--- config.mk ---
export PLATFORM = sky130hd
export DESIGN_NAME = servo_cmd_ramp
export DESIGN_NICKNAME = d
export VERILOG_FILES = /design/src/rtl/servo_cmd_ramp.sv
export SDC_FILE = /design/constraint.sdc
export NUM_CORES = 1
export LEC_CHECK = 0
export ABC_AREA = 0
export CELL_PAD_IN_SITES_DETAIL_PLACEMENT = 0
export CELL_PAD_IN_SITES_GLOBAL_PLACEMENT = 1
export CORE_MARGIN = 10
export CORE_UTILIZATION = 50
export DETAILED_ROUTE_END_ITERATION = 10
export DONT_BUFFER_PORTS = 1
export MAX_ROUTING_LAYER = met4
export PLACE_DENSITY_LB_ADDON = 0.08
export REMOVE_ABC_BUFFERS = 1
export SLEW_MARGIN = 40
export SYNTH_ARGS = -nofsm -noshare
export SYNTH_HDL_FRONTEND = slang
export SYNTH_SLANG_ARGS = --single-unit
--- constraint.sdc ---
create_clock -name clk -period 3.3 [get_ports clk]
set_clock_uncertainty 0.15 [all_clocks]
set_input_delay 0.495 -clock clk [delete_from_list [all_inputs] [get_ports clk]]
set_output_delay 0.495 -clock clk [all_outputs]
set_load 0.02 [all_outputs]
--- src/rtl/servo_cmd_ramp.sv ---
// Multi-channel servo command sequencer: decodes direction codes into pulse-width targets,
// slews each channel toward its target once per tick, and runs a timed fire/recoil sequence.
// Build option: define SERVO_RAMP_EN for STEP-limited slewing; otherwise each tick jumps straight to the target.
module servo_cmd_ramp #(
   parameter int N_CH         = 2,
   parameter int VAL_W        = 20,
   parameter int STEP         = 250,
   parameter int TICK_DIV     = 50000,
   parameter int VAL_LEFT     = 45250,
   parameter int VAL_RIGHT    = 15000,
   parameter int VAL_RELEASE  = 75000,
   parameter int VAL_HOLD     = 70000,
   parameter int FIRE_VAL     = 60000,
   parameter int RECOIL_VAL   = 15000,
   parameter int FIRE_TICKS   = 200,
   parameter int RECOIL_TICKS = 200
) (
   input  logic                    clk,
   input  logic                    rst,
   input  logic [4*N_CH-1:0]       cmd,
   input  logic                    fire_req,
   output logic [VAL_W*N_CH-1:0]   value,
   output logic [N_CH-1:0]         settled,
   output logic [VAL_W-1:0]        fire_value,
   output logic                    fire_busy
);

   localparam longint VAL_LIM = longint'(1) << VAL_W;
   localparam int     CNT_W   = (TICK_DIV > 1) ? $clog2(TICK_DIV) : 1;
   localparam int     PH_MAX  = (FIRE_TICKS > RECOIL_TICKS) ? FIRE_TICKS : RECOIL_TICKS;
   localparam int     PH_W    = (PH_MAX > 1) ? $clog2(PH_MAX) : 1;

   if (STEP <= 0 || TICK_DIV < 1 || FIRE_TICKS < 1 || RECOIL_TICKS < 1 ||
       STEP >= VAL_LIM || VAL_LEFT < 0 || VAL_LEFT >= VAL_LIM ||
       VAL_RIGHT < 0 || VAL_RIGHT >= VAL_LIM || VAL_RELEASE < 0 || VAL_RELEASE >= VAL_LIM ||
       VAL_HOLD < 0 || VAL_HOLD >= VAL_LIM || FIRE_VAL < 0 || FIRE_VAL >= VAL_LIM ||
       RECOIL_VAL < 0 || RECOIL_VAL >= VAL_LIM) begin : g_bad_cfg
      $error("servo_cmd_ramp: illegal parameter set");
   end

   function automatic logic [VAL_W-1:0] decode(input logic [3:0] code);
      case (code)
         4'd1:    return VAL_W'(VAL_LEFT);
         4'd2:    return VAL_W'(VAL_RIGHT);
         4'd5:    return VAL_W'(VAL_RELEASE);
         default: return VAL_W'(VAL_HOLD);
      endcase
   endfunction

   logic [CNT_W-1:0] tick_cnt;
   logic             tick;

   assign tick = (tick_cnt == CNT_W'(TICK_DIV - 1));

   // NOTE: sequential state uses non-blocking assignments so every register samples pre-edge values.
   always_ff @(posedge clk) begin
      if (rst)       tick_cnt <= '0;
      else if (tick) tick_cnt <= '0;
      else           tick_cnt <= tick_cnt + 1'b1;
   end

   for (genvar i = 0; i < N_CH; i++) begin : g_ch
      logic [VAL_W-1:0] tgt;
      logic [VAL_W-1:0] val;
      logic [VAL_W-1:0] val_nxt;

      always_ff @(posedge clk) begin
         if (rst) begin
            tgt <= VAL_W'(VAL_HOLD);
            val <= VAL_W'(VAL_HOLD);
         end else begin
            tgt <= decode(cmd[4*i +: 4]);
            if (tick) val <= val_nxt;
         end
      end

`ifdef SERVO_RAMP_EN
      // Distance is taken one bit wider than the values so the sign never wraps.
      logic signed [VAL_W:0] diff;
      logic        [VAL_W:0] mag;

      always_comb begin
         diff = $signed({1'b0, tgt}) - $signed({1'b0, val});
         mag  = diff[VAL_W] ? $unsigned(-diff) : $unsigned(diff);
         if (mag <= (VAL_W+1)'(STEP)) val_nxt = tgt;
         else if (diff[VAL_W])        val_nxt = val - VAL_W'(STEP);
         else                         val_nxt = val + VAL_W'(STEP);
      end
`else
      assign val_nxt = tgt;
`endif

      assign value[VAL_W*i +: VAL_W] = val;
      assign settled[i]              = (val == tgt);
   end

   typedef enum logic [1:0] {S_IDLE, S_FIRE, S_RECOIL} fire_state_t;

   fire_state_t      state, state_nxt;
   logic             req_q, req_prev;
   logic [PH_W-1:0]  ph_cnt, ph_nxt;

   always_ff @(posedge clk) begin
      if (rst) begin
         state    <= S_IDLE;
         req_q    <= 1'b0;
         req_prev <= 1'b0;
         ph_cnt   <= '0;
      end else begin
         state    <= state_nxt;
         req_q    <= fire_req;
         req_prev <= req_q;
         ph_cnt   <= ph_nxt;
      end
   end

   // NOTE: every output of this block gets a default first, so no path can infer a latch.
   always_comb begin
      state_nxt  = state;
      ph_nxt     = ph_cnt;
      fire_value = '0;
      fire_busy  = 1'b0;
      case (state)
         S_IDLE: begin
            if (req_q && !req_prev) begin
               state_nxt = S_FIRE;
               ph_nxt    = '0;
            end
         end
         S_FIRE: begin
            fire_value = VAL_W'(FIRE_VAL);
            fire_busy  = 1'b1;
            if (tick) begin
               if (ph_cnt == PH_W'(FIRE_TICKS - 1)) begin
                  state_nxt = S_RECOIL;
                  ph_nxt    = '0;
               end else begin
                  ph_nxt = ph_cnt + 1'b1;
               end
            end
         end
         S_RECOIL: begin
            fire_value = VAL_W'(RECOIL_VAL);
            fire_busy  = 1'b1;
            if (tick) begin
               if (ph_cnt == PH_W'(RECOIL_TICKS - 1)) begin
                  state_nxt = S_IDLE;
                  ph_nxt    = '0;
               end else begin
                  ph_nxt = ph_cnt + 1'b1;
               end
            end
         end
         default: state_nxt = S_IDLE;
      endcase
   end

endmodule

Word-level counts from Yosys, hierarchy flattened
Cells that the tools add are included.
{"block": "totals", "elab_cells": 51, "out_inout_bits": 63, "input_bits": 11, "ff_bits": 108}
{"block": "op_classes", "reduce_logical": 8, "eq_ne": 18, "addsub": 2, "muxes": 14}
{"op": "17-bit one-hot mux with 3 select lines", "count": 2}
{"op": "20-bit == test", "count": 2}
{"op": "16-bit one-hot mux with 2 select lines", "count": 1}
{"op": "8-bit 2-to-1 mux", "count": 3}
{"op": "16-bit by 1-bit adder with 16-bit output (second input constant)", "count": 1}
{"op": "16-bit == test (second input constant)", "count": 1}
{"op": "8-bit one-hot mux with 2 select lines", "count": 1}
{"op": "2-bit 2-to-1 mux", "count": 5}
{"op": "2-bit inequality test (second input constant)", "count": 5}
{"op": "8-bit by 1-bit adder with 8-bit output (second input constant)", "count": 1}
{"op": "4-bit by 1-bit == test with 1-bit output (second input constant)", "count": 2}
{"op": "4-bit by 2-bit == test with 1-bit output (second input constant)", "count": 2}
{"op": "4-bit by 3-bit == test with 1-bit output (second input constant)", "count": 2}
{"op": "8-bit == test (second input constant)", "count": 1}
{"op": "2-bit one-hot mux with 3 select lines", "count": 1}
{"op": "5-bit AND reduction", "count": 1}
{"op": "2-bit OR reduction", "count": 2}
{"op": "3-bit AND reduction", "count": 1}
{"op": "2-bit by 1-bit == test with 1-bit output (second input constant)", "count": 1}
{"op": "2-bit == test (second input constant)", "count": 1}
{"op": "2-bit zero test", "count": 1}
{"op": "2-bit by 1-bit inequality test with 1-bit output (second input constant)", "count": 1}
{"op": "2-bit nonzero test", "count": 1}
{"op": "1-bit logical AND", "count": 1}
{"op": "other kinds (2)", "count": 2}

Longest topological paths before layout
{"block": "depth", "ltp_word": 4, "depth_mapped": 7, "depth_no_buf": 7}

Least setup slack after synthesis
Ideal clock, no wire load.
{"block": "synth_timing", "path_type": "flip-flop to output port", "startpoint": "register g_ch[1].val[5]", "endpoint": "output port settled[1]", "required_ns": 2.655, "t_arrival_ns": 1.406, "slack_ns": 1.249, "stages_incl_launch_ff": 4, "n_path_buf": 0, "cell_sequence": "dfxtp_1 xnor2_1 nand4_1 nor4_1"}
{"block": "synth_between", "elab_chain_cells": 1}
{"element": "start, declared", "line_no": "64", "rtl": "logic [VAL_W-1:0] val;"}
{"element": "start signal, assigned", "line_no": "70", "rtl": "val <= VAL_W'(VAL_HOLD);"}
{"element": "start signal, assigned", "line_no": "73", "rtl": "if (tick) val <= val_nxt;"}
{"element": "20-bit == test", "line_no": "94", "rtl": "assign settled[i] = (val == tgt);"}
{"element": "end, declared", "line_no": "23", "rtl": "output logic [N_CH-1:0] settled,"}
No other way between the ends.

Worst setup path in the final report
{"block": "layout_timing", "startpoint": "register g_ch[0].val[13]", "endpoint": "output port settled[0]"}
{"block": "layout_between", "elab_chain_cells": 1}
{"element": "start, declared", "line_no": "64"}
{"element": "start signal, assigned", "line_no": "70"}
{"element": "start signal, assigned", "line_no": "73"}
{"element": "20-bit == test", "line_no": "94"}
No other way between the ends.

==> impl_metrics.csv <==
group,metric,value,unit
status,outcome,"completed",
yosys,ys_ff_latch,68,
die,core_area,5960,sq um
clock_tree,cts_num_sinks,68,
setup_path,critical_path_peak_fanout,4,
sta,final_hold_viol_count,0,
detailed_routing,routedWlPerCell,13.7,um
placement,place_inst,382,
detailed_routing,drc,0,
detailed_routing,vias,1973,
grt,use_met2,0.166,
sta,worst_pin_slew,0.849,ns
clock_tree,cts.clk_slew.worst_paths,0.07,ns
die,die_w,98.5,um
final_layout,areaGrowthSynthToFinish,2.97,%
placement,place_congestion,0.770,
job,drv_cap,0,
die,die_h,98.5,um
die,fp.dieArea,9700,sq um
grt,antenna_found_initial,0,
clock_tree,ctsResizeCount,0,
clock_tree,htree_levels,3,
clock_tree,clock_latency,0.33,ns
yosys,syn_inst,330,
grt,grt_busiest_layer,"met2",
sta,rsz0062_at_grt,"no",
grt,grt_pass1_wl,9220,um
die,rows,28,
final_layout,n_antenna_cell,0,
detailed_routing,drt-pass1-iter-count,4,
setup_path,slowest_stage,"dfxtp_1",
detailed_routing,drt-initial-drc-count,60,
detailed_routing,routed_wl,5440,um
placement,port-buffer-count,0,
sta,fin_ws,0.922,ns
setup_path,startpoint_type,"register",
final_layout,layout_common_cells,"dfxtp_1, nor2_1, nand2_1",
die,ios,74,
grt,use_met3,0.0524,
power_and_ir_drop,power.density,568,nW/um^2
final_layout,nets,335,
grt,grt_max_degree,22,
final_layout,drive_gt1_frac,0.0712,
power_and_ir_drop,irDropWorstVdd,291,uV
sta,max-slew-margin-rel,0.434,
final_layout,finalNonFillerCells,398,
clock_tree,cts-root-buf,"clkbuf_8",
sta,hold_slack,0.0684,ns
worst_hold_path,hp-class,"in -> reg",
yosys,syn-cell-area,3080,sq um
clock_tree,cts_tree,"built",
grt,grt_usage,0.118,
clock_tree,cts_hold_buf,0,
setup_path,cp_top_family,"flip-flops",
sta,finalMaxSlewViolations,0,
setup_path,crit_required,2.65,ns
clock_tree,cts_inserted_buffers,9,
yosys,ys_types,38,
yosys,ys_seq_area_frac,0.442,
grt,gr-total-overflow,0,
sta,period_minus_slack,2.38,ns
setup_path,r2r_cells,4,
clock_tree,clock_path_buffers,2,
detailed_routing,viasPerCell,4.96,
die,initial_core_util,0.517,
sta,setup_viol,0,
setup_path,end_kind,"primary output",
yosys,ys_warn_count,0,
setup_path,cp.arrival,1.73,ns
sta,period_share,0.721,
yosys,syn_avg_cell_area,9.33,sq um
detailed_routing,antenna_left,0,
placement,pre_cts_ws,0.995,ns
clock_tree,post_cts_buffers,0,
grt,first_global_vias,1942,
setup_path,path_depth,4,
placement,dp_hpwl,3940,um
sta,fmax,0.421,GHz
setup_path,crit_buf_inv,1,
power_and_ir_drop,p_leak,1.28,nW
setup_path,crit_type,"reg -> out",
final_layout,final_common_cell,"dfxtp_1",
worst_hold_path,holdPathStages,1,
setup_path,crit_chain,"xnor2_1, nand4_1, nor4_1, buf_4",
setup_path,slowest_delay,0.63,ns
grt,gr-usage-met1,0.137,
-- where the power goes --
| part | total [W] | leakage [nW] | internal (W) | switching [W] |
|---|---|---|---|---|
| logic | 0.000221 | 0.619 | 0.0000595 | 0.000161 |
| clock network | 0.000733 | 0.112 | 0.000430 | 0.000303 |
| registers | 0.000846 | 0.551 | 0.000836 | 0.0000102 |
-- stage by stage --
| stage | util | instance area, sq um | TNS, ns | total power [W] |
|---|---|---|---|---|
| floorplan | - | 2820 | -0.0421 | 0.00105 |
| global placement | 0.495 | 2950 | 0 | 0.00109 |
| detailed placement | 0.495 | 2950 | 0 | 0.00109 |
| CTS | 0.532 | 3170 | 0 | 0.00182 |
| global route | 0.532 | 3170 | 0 | 0.00187 |
| finish | 0.532 | 3170 | 0 | 0.00180 |
-- worst reg2reg max path: stages (launching register included) --
cell     delay, ns
dfxtp_1       0.35
or4b_4        0.58
nor4_4        0.44
or2_1         0.51
nor2_1        0.11
-- kinds of logic after synthesis --
group | after synthesis | share of synthesized area
compound gates | 24 | 0.0500
xor+xnor | 34 | 0.0967
fa+ha+maj | 6 | 0.0244
buf+inv | 61 | 0.127
flops | 68 | 0.442
mux | 22 | 0.0715
other cells | 1 | 0.00122
simple gates | 114 | 0.187
-- Yosys cell counts --
| cell | number | share of area |
|---|---|---|
| mux2i_1 | 22 | 0.072 |
| a21oi_1 | 3 | 0.0049 |
| o21ai_0 | 9 | 0.015 |
| a21o_1 | 1 | 0.0024 |
| dfxtp_1 | 68 | 0.44 |
| nand4bb_1 | 1 | 0.0037 |
| xor2_1 | 12 | 0.034 |
| nor4_4 | 1 | 0.0069 |
| nor3b_1 | 2 | 0.0049 |
| nor3_1 | 6 | 0.0098 |
| a32o_1 | 1 | 0.0033 |
| nor2b_1 | 7 | 0.014 |
| or4b_4 | 1 | 0.0045 |
| o31ai_1 | 3 | 0.0073 |
| nor4_1 | 3 | 0.0061 |
| inv_1 | 14 | 0.017 |
| buf_4 | 43 | 0.10 |
| nand3_1 | 11 | 0.018 |
| a211oi_1 | 1 | 0.0024 |
| xnor2_1 | 22 | 0.063 |
| ha_1 | 6 | 0.024 |
| or2_1 | 1 | 0.0020 |
| clkbuf_1 | 4 | 0.0049 |
| nor2_1 | 36 | 0.044 |
| or4bb_1 | 1 | 0.0037 |
| and3_1 | 5 | 0.010 |
| conb_1 | 1 | 0.0012 |
| o2bb2ai_1 | 1 | 0.0028 |
| o41ai_1 | 1 | 0.0028 |
| a31oi_1 | 1 | 0.0020 |
| o21ai_1 | 1 | 0.0016 |
| nand4_1 | 7 | 0.014 |
| a22o_1 | 2 | 0.0057 |
| nor4_2 | 1 | 0.0041 |
| nand2_1 | 27 | 0.033 |
| or3_1 | 2 | 0.0041 |
| nand3b_1 | 1 | 0.0024 |
| nand2b_1 | 1 | 0.0020 |
-- sequential cells by signal, summed over array words and instances, names as in the netlist --
register / cells
state: 2
ph_cnt: 8
g_ch.val: 20
req_prev: 1
req_q: 1
g_ch.tgt: 20
tick_cnt: 16
-- layer usage --
layer	up-vias	part of all wire
met1	893	0.47
met2	51	0.42
li1	1016	-
met4	0	0.022
met5	-	0
met3	13	0.089
-- area by class of cell --
class                   count  area [sq um]
clock inverters             3          42.5
clock buffers              13           179
repair buffers              4          30.0
multi-input cells         221          1410
well taps                  75          93.8
inverters                  14          52.6
flip-flops and latches     68          1360
fillers                   585          2790
-- final timing paths --
path,slack [ns],startpoint,endpoint
min,0.07,rst,g_ch[0].val[10]
max reg2reg,1.02,tick_cnt[10],tick_cnt[12]
max,0.92,g_ch[0].val[13],settled[0]
min reg2reg,0.28,req_q,req_prev
Note: power is estimated with default switching activity, not from simulation.
